<file path="src/rtl/block_drawer.sv">
// Rasterises a BLOCK_W x BLOCK_H block onto the VGA plot interface, one pixel per clock,
// optionally painting the previously drawn position black first.
module block_drawer #(
  parameter int BLOCK_W  = 4,
  parameter int BLOCK_H  = 4,
  parameter int SCREEN_W = 160,
  parameter int SCREEN_H = 120
) (
  input  logic       clk,
  input  logic       reset,
  input  logic       start,
  input  logic       erase_first,
  input  logic [7:0] x_in,
  input  logic [6:0] y_in,
  input  logic [2:0] colour_in,
  output logic [7:0] vga_x,
  output logic [6:0] vga_y,
  output logic [2:0] vga_colour,
  output logic       plot,
  output logic       busy,
  output logic       done
);

  typedef enum logic [1:0] {IDLE, ERASE, DRAW, FIN} state_t;

  typedef struct packed {
    logic [7:0] x;
    logic [6:0] y;
    logic [2:0] c;
    logic       p;
  } pix_t;

  localparam logic [4:0] DX_LAST = 5'(BLOCK_W - 1);
  localparam logic [4:0] DY_LAST = 5'(BLOCK_H - 1);

  state_t     state, state_n;
  logic [4:0] dx, dx_n, dy, dy_n;
  logic [7:0] nx, nx_n, ox, ox_n;
  logic [6:0] ny, ny_n, oy, oy_n;
  logic [2:0] ncol, ncol_n;
  logic       old_valid, old_valid_n;
  pix_t       pix, pix_n;
  logic       last;

  // Sums are one bit wider than the outputs so off-screen wrap is caught by the clip test.
  function automatic pix_t make_pix(input logic [7:0] bx, input logic [6:0] by,
                                    input logic [4:0] ix, input logic [4:0] iy,
                                    input logic [2:0] col);
    logic [8:0] sx;
    logic [7:0] sy;
    pix_t r;
    sx = {1'b0, bx} + {4'b0, ix};
    sy = {1'b0, by} + {3'b0, iy};
    r.x = sx[7:0];
    r.y = sy[6:0];
    r.c = col;
    r.p = (sx < 9'(SCREEN_W)) && (sy < 8'(SCREEN_H));
    return r;
  endfunction

  assign last = (dx == DX_LAST) && (dy == DY_LAST);

  always_comb begin
    state_n     = state;
    dx_n        = dx;
    dy_n        = dy;
    nx_n        = nx;
    ny_n        = ny;
    ncol_n      = ncol;
    ox_n        = ox;
    oy_n        = oy;
    old_valid_n = old_valid;
    pix_n       = '0;
    case (state)
      IDLE: begin
        if (start) begin
          nx_n   = x_in;
          ny_n   = y_in;
          ncol_n = colour_in;
          dx_n   = '0;
          dy_n   = '0;
          if (erase_first && old_valid) begin
            state_n = ERASE;
            pix_n   = make_pix(ox, oy, 5'd0, 5'd0, 3'b000);
          end else begin
            state_n = DRAW;
            pix_n   = make_pix(x_in, y_in, 5'd0, 5'd0, colour_in);
          end
        end
      end
      ERASE, DRAW: begin
        if (last) begin
          dx_n = '0;
          dy_n = '0;
          if (state == ERASE) begin
            state_n = DRAW;
            pix_n   = make_pix(nx, ny, 5'd0, 5'd0, ncol);
          end else begin
            state_n     = FIN;
            ox_n        = nx;
            oy_n        = ny;
            old_valid_n = 1'b1;
          end
        end else begin
          // Counters always name the pixel presented on the outputs this cycle.
          if (dx == DX_LAST) begin
            dx_n = '0;
            dy_n = dy + 5'd1;
          end else begin
            dx_n = dx + 5'd1;
          end
          if (state == ERASE) pix_n = make_pix(ox, oy, dx_n, dy_n, 3'b000);
          else                pix_n = make_pix(nx, ny, dx_n, dy_n, ncol);
        end
      end
      FIN:     state_n = IDLE;
      default: state_n = IDLE;
    endcase
  end

  always_ff @(posedge clk or posedge reset) begin
    if (reset) begin
      state     <= IDLE;
      dx        <= '0;
      dy        <= '0;
      nx        <= '0;
      ny        <= '0;
      ncol      <= '0;
      ox        <= '0;
      oy        <= '0;
      old_valid <= 1'b0;
      pix       <= '0;
    end else begin
      state     <= state_n;
      dx        <= dx_n;
      dy        <= dy_n;
      nx        <= nx_n;
      ny        <= ny_n;
      ncol      <= ncol_n;
      ox        <= ox_n;
      oy        <= oy_n;
      old_valid <= old_valid_n;
      pix       <= pix_n;
    end
  end

  assign vga_x      = pix.x;
  assign vga_y      = pix.y;
  assign vga_colour = pix.c;
  assign plot       = pix.p;
  assign busy       = (state == ERASE) || (state == DRAW);
  assign done       = (state == FIN);

endmodule

</file>
<file path="config.mk">
export PLATFORM = sky130hd
export DESIGN_NAME = block_drawer
export DESIGN_NICKNAME = d
export VERILOG_FILES = /design/src/rtl/block_drawer.sv
export SDC_FILE = /design/constraint.sdc
export NUM_CORES = 1
export LEC_CHECK = 0
export ABC_AREA = 1
export BUFFER_PORTS_ARGS = -buffer_cell sky130_fd_sc_hd__buf_2
export CORE_MARGIN = 2
export CORE_UTILIZATION = 57
export DETAILED_ROUTE_END_ITERATION = 6
export PLACE_DENSITY = 0.77
export SYNTH_ARGS = -nofsm -noshare
export SYNTH_HDL_FRONTEND = slang
export SYNTH_SLANG_ARGS = --single-unit
export TNS_END_PERCENT = 10
</file>
<file path="constraint.sdc">
create_clock -name clk -period 2.8 [get_ports clk]
set_input_delay 0 -clock clk [delete_from_list [all_inputs] [get_ports clk]]
set_output_delay 0 -clock clk [all_outputs]
set_load 0.05 [all_outputs]
</file>
Yosys cells after proc, flatten, opt, wreduce, memory -nomap -nowiden
Cells that the tools add are included.

storage, ports and cells
  bits of input ports = 22
  flip-flop bits (word level) = 65
  output and inout bits = 21

operators by class
  eq/ne operators = 7
  add/sub/neg operators = 6
  bitwise gates (word level) = 1
  magnitude comparators = 10
  muxes and demuxes = 22
  reductions and logical operators = 15

operators with widths
  kind                 count
  $mux 19              5
  $mux 5               9
  $pmux 19 s2          1
  $lt 8x8->1 const B   3
  $lt 7x7->1 const B   3
  $pmux 5 s2           2
  $add 8x5->9          2
  $lt 9x8->1 const B   2
  $add 7x5->8          2
  $lt 8x7->1 const B   2
  $add 5x1->5 const B  2
  $eq 5x2->1 const B   2
  $logic_and 1x1->1    7
  $mux 2               3
  $pmux 2 s3           1
  $reduce_and 2->1     3
  $eq 2x2->1 const B   2
  $ne 2x2->1 const B   2
  $reduce_and 3->1     1
  $eq 2x1->1 const B   1
  $logic_not 2->1      1
  $reduce_bool 2->1    1
  $reduce_or 2->1      1
  $logic_or 1x1->1     1
  other kinds (2)      2

Logic depth before layout (Yosys ltp)
  word-level depth = 10
  depth in mapped cells = 19
  mapped depth without buffers = 19

Worst setup path after synthesis
Ideal clock, no wire load.

  path type = reg-to-reg
  start = register dx[0]
  end = register pix (netlist bit plot)
  period minus slack after synthesis = 2446 ps
  data arrival time = 2309 ps
  library setup time = 136 ps
  path slack = 354 ps
  data required time = 2664 ps
  buffers on the path = 0
  stages on the path, launching flop included = 17
  cells stage by stage = dfrtp_1 -> ha_1 -> nand3_4 -> o21ai_0 -> inv_1 -> fa_1 -> nand3b_1 -> nand2_1 -> nand2_1 -> nand2_1 -> nand2_1 -> nand2_1 -> nand3_1 -> nand2_1 -> nand2_1 -> nand3_1 -> a21oi_1

RTL lines
  element                   line  RTL
  start: declaration        37    logic [4:0] dx, dx_n, dy, dy_n;
  start signal: assignment  135   dx <= dx_n;
  end signal: assignment    143   pix <= pix_n;
  end: declaration          42    pix_t pix, pix_n;

==> out/summary.txt <==
vias in the first global route = 4342
Area Growth Syn to Fin = 22.7%
Die Width = 92.5 um
Routed Antenna Nets = 0
simple-gate share of the synthesized area = 0.224
Synth Area in Compound Gates = 0.176
CP endpoint kind = flip-flop
worst-margin pin slew = 0.645 ns
kind of cell adding the most delay to the critical path = simple AND/OR/NAND/NOR gates
H-tree Lvls = 3
xor and xnor area share after synthesis = 0.0235
routed wl met2 = 6610 um
residual overflow from global routing = 0
synth cell count leaders = nand2_1 (146), inv_1 (95), dfrtp_1 (65)
failing checks = design-rule violations, negative setup slack
Clk Latency, worst-skew pair = 0.36 ns
initial antenna violation count = 0
critical path type = reg -> reg
Cell Count, Final, Fillers Out = 783
Synth Area per Inst = 7.42 um^2
post-synthesis mux area share = 0.00756
Final Hold Fails = 0
largest family of logic cells by synthesized area = simple AND/OR/NAND/NOR gates
M1 WL = 5470 um
Power Dens Cells = 917 nW/um^2
Crit path largest cell delay = 0.43 ns
DR iter-0 viols = 427
Final GP Congestion = 1.01
Final nets = 733
clk root buf = clkbuf_8
Worst EP arrival = 3.10 ns
Clock transition at path regs = 0.08 ns
n_diodes = 0
Max Clk Rate = 349 MHz
io pins = 43
Synth Area in Adders = 0.105
total routed wirelength = 13500 um
Design Power = 5.03 mW
placed cell count = 741
Worst slew margin = 0.569
PnR worst setup slack = -0.0668 ns
largest fanout on the critical path = 6
clock buffer depth = 2
wire length per cell = 17.3 um
Core Rows = 32
synth warn = 0
Synthesized Nets = 659
vias = 4551
ranking of synthesized cells by area = dfrtp_1 (36%), nand2_1 (12%), ha_1 (8.7%)
largest net degree at the start of global routing = 44
1st-pass router iterations = 7
Clock Skew = 0.0115 ns
share of cells above drive strength 1 = 0.178
slowest stage cell on the critical path = dfrtp_1
Die H = 92.5 um
crit path buf inv count = 3
die area = 8560 um^2
port bufs = 42
Min-Delay Path Class = in -> reg
worst vdd ir = 0.580 mV
Seq/Total Area, Yosys = 0.364
status = finished, violations left
max-slew violation count = 0
ys async rst share = 1.00
metal3 WL = 833 um
area leader, netlist = dfrtp_1
CP startpoint kind = flip-flop
max layer used = met4
P_leak = 2.83 nW
top-count cell post-synth = nand2_1
Post-synth EDFFs = 0
CP Cell Sequence = nor2_2, nand3_4, buf_12, xor2_4, inv_2, ha_4, inv_2, fa_2, nand3b_1, nand2_2, nand2_2, nand2_2, nand2_2, nand2_2, nand3_2, nand2_1, nand2_1, nand3_2, a21oi_2
CTS Sinks = 65
Post-Syn Area = 4470 um^2
max cap viols = 0
ys flop type = dfrtp_1
setup violators final = 2
CTS tree = done
vias per std cell = 5.81
Worst path most repeated cell = nand2_2
Seq cells post-synth = 65
area share of the largest cell type after synthesis = 0.364
core area = 7650 um^2
Period minus WS final = 2.87 ns
Distinct cells, synth = 34
RSZ-0062 raised after global routing = true
CP required = 3.04 ns
DPL Wire Length = 9220 um
Residual DRC = 9
CTS Buf Count = 9
GRT Resource Usage Total = 0.316
Mapped Cells = 602
first-pass GRT wire length = 21000 um
starting density of the core = 0.584
Final period util = 1.02
-- final timing paths --
path,slack (ns),endpoint,start,depth (start not counted)
max,-0.07,plot$_DFF_PP0_,dx[2]$_DFFE_PP0P_,19
min,0.10,state[0]$_DFFE_PP0P_,start,5
max reg2reg,-0.07,plot$_DFF_PP0_,dx[2]$_DFFE_PP0P_,19
min reg2reg,0.48,old_valid$_DFFE_PP0P_,old_valid$_DFFE_PP0P_,2
max in group asynchronous,1.65,vga_x[6]$_DFF_PP0_,reset,4
min in group asynchronous,0.19,vga_colour[0]$_DFF_PP0_,reset,3
-- through the flow --
step	util	instance area [um^2]	setup slack, ns	hold slack, ns	setup TNS [ns]
4_1_cts	0.684	5230	0.0425	0.106	0
5_1_grt	0.717	5480	-0.221	0.150	-0.654
3_3_place_gp	0.630	4820	0.113	0.0341	0
2_1_floorplan	-	4470	0.354	0.110	0
3_5_place_dp	0.630	4820	0.0622	0.0515	0
6_report	0.717	5480	-0.0668	0.102	-0.109
-- sequential cells by signal (all words and copies together) (netlist names), 2 cells and up --
name	flops
vga_x	8
dx	5
oy	7
dy	5
ncol	3
vga_colour	3
ox	8
vga_y	7
ny	7
state	2
nx	8
-- cell type report --
cell class / count / area, um^2
Multi-Input combinational cell: 421 / 2560
Inverter: 100 / 378
Tap cell: 102 / 128
Clock inverter: 7 / 101
Clock buffer: 9 / 124
Timing Repair Buffer: 79 / 561
Sequential cell: 65 / 1630
Fill cell: 623 / 2170
-- metal layers --
metal / vias to the layer above / GRT usage
li1: 2137 / -
met1: 2144 / 0.399
met2: 216 / 0.540
met3: 54 / 0.0448
met4: 0 / 0.144
met5: - / 0
-- kinds of logic after synthesis --
group,after synthesis
mux,3
flops,65
buf+inv,116
compound gates,144
xor+xnor,12
fa+ha+maj,35
simple gates,227
-- power breakdown --
group / switching [mW] / internal [mW] / total (mW)
clock: 0.433 / 0.509 / 0.942
combinational: 1.81 / 0.852 / 2.66
sequential: 0.235 / 1.19 / 1.43
-- timing repair --
item / in CTS / in global routing
gates resized for setup: 0 / 41
endpoints found under the hold margin: 43 / 0
hold buffers: 19 / 0
buffers inserted: 0 / 7
endpoints found under the setup margin: 0 / 7
-- layout by cell type, fill, tap and decap left out, drive strengths merged, types with 5 or more instances in the layout --
cell         synthesis  routed
nand4               13      13
nor2                26      26
inv                100     102
nand2              147     147
dlygate4sd3          0      19
nand3               31      31
o22ai                8       8
o211ai               7       7
o21ai               61      61
dfrtp               65      65
ha                  31      31
xor2                 8       8
buf                  4      60
clkbuf              12       9
a21oi               54      54
o221ai               5       5
-- worst register-to-register path, stage by stage, from the launching register on --
cell and delay [ns]:
dfrtp_1 0.43, nor2_2 0.17, nand3_4 0.18, buf_12 0.19, xor2_4 0.18, inv_2 0.12, ha_4 0.15, inv_2 0.04
fa_2 0.38, nand3b_1 0.22, nand2_2 0.11, nand2_2 0.07, nand2_2 0.06, nand2_2 0.05, nand2_2 0.07, nand3_2 0.07
nand2_1 0.07, nand2_1 0.06, nand3_2 0.09, a21oi_2 0.05
No activity file was read; power rests on OpenSTA's default activity.
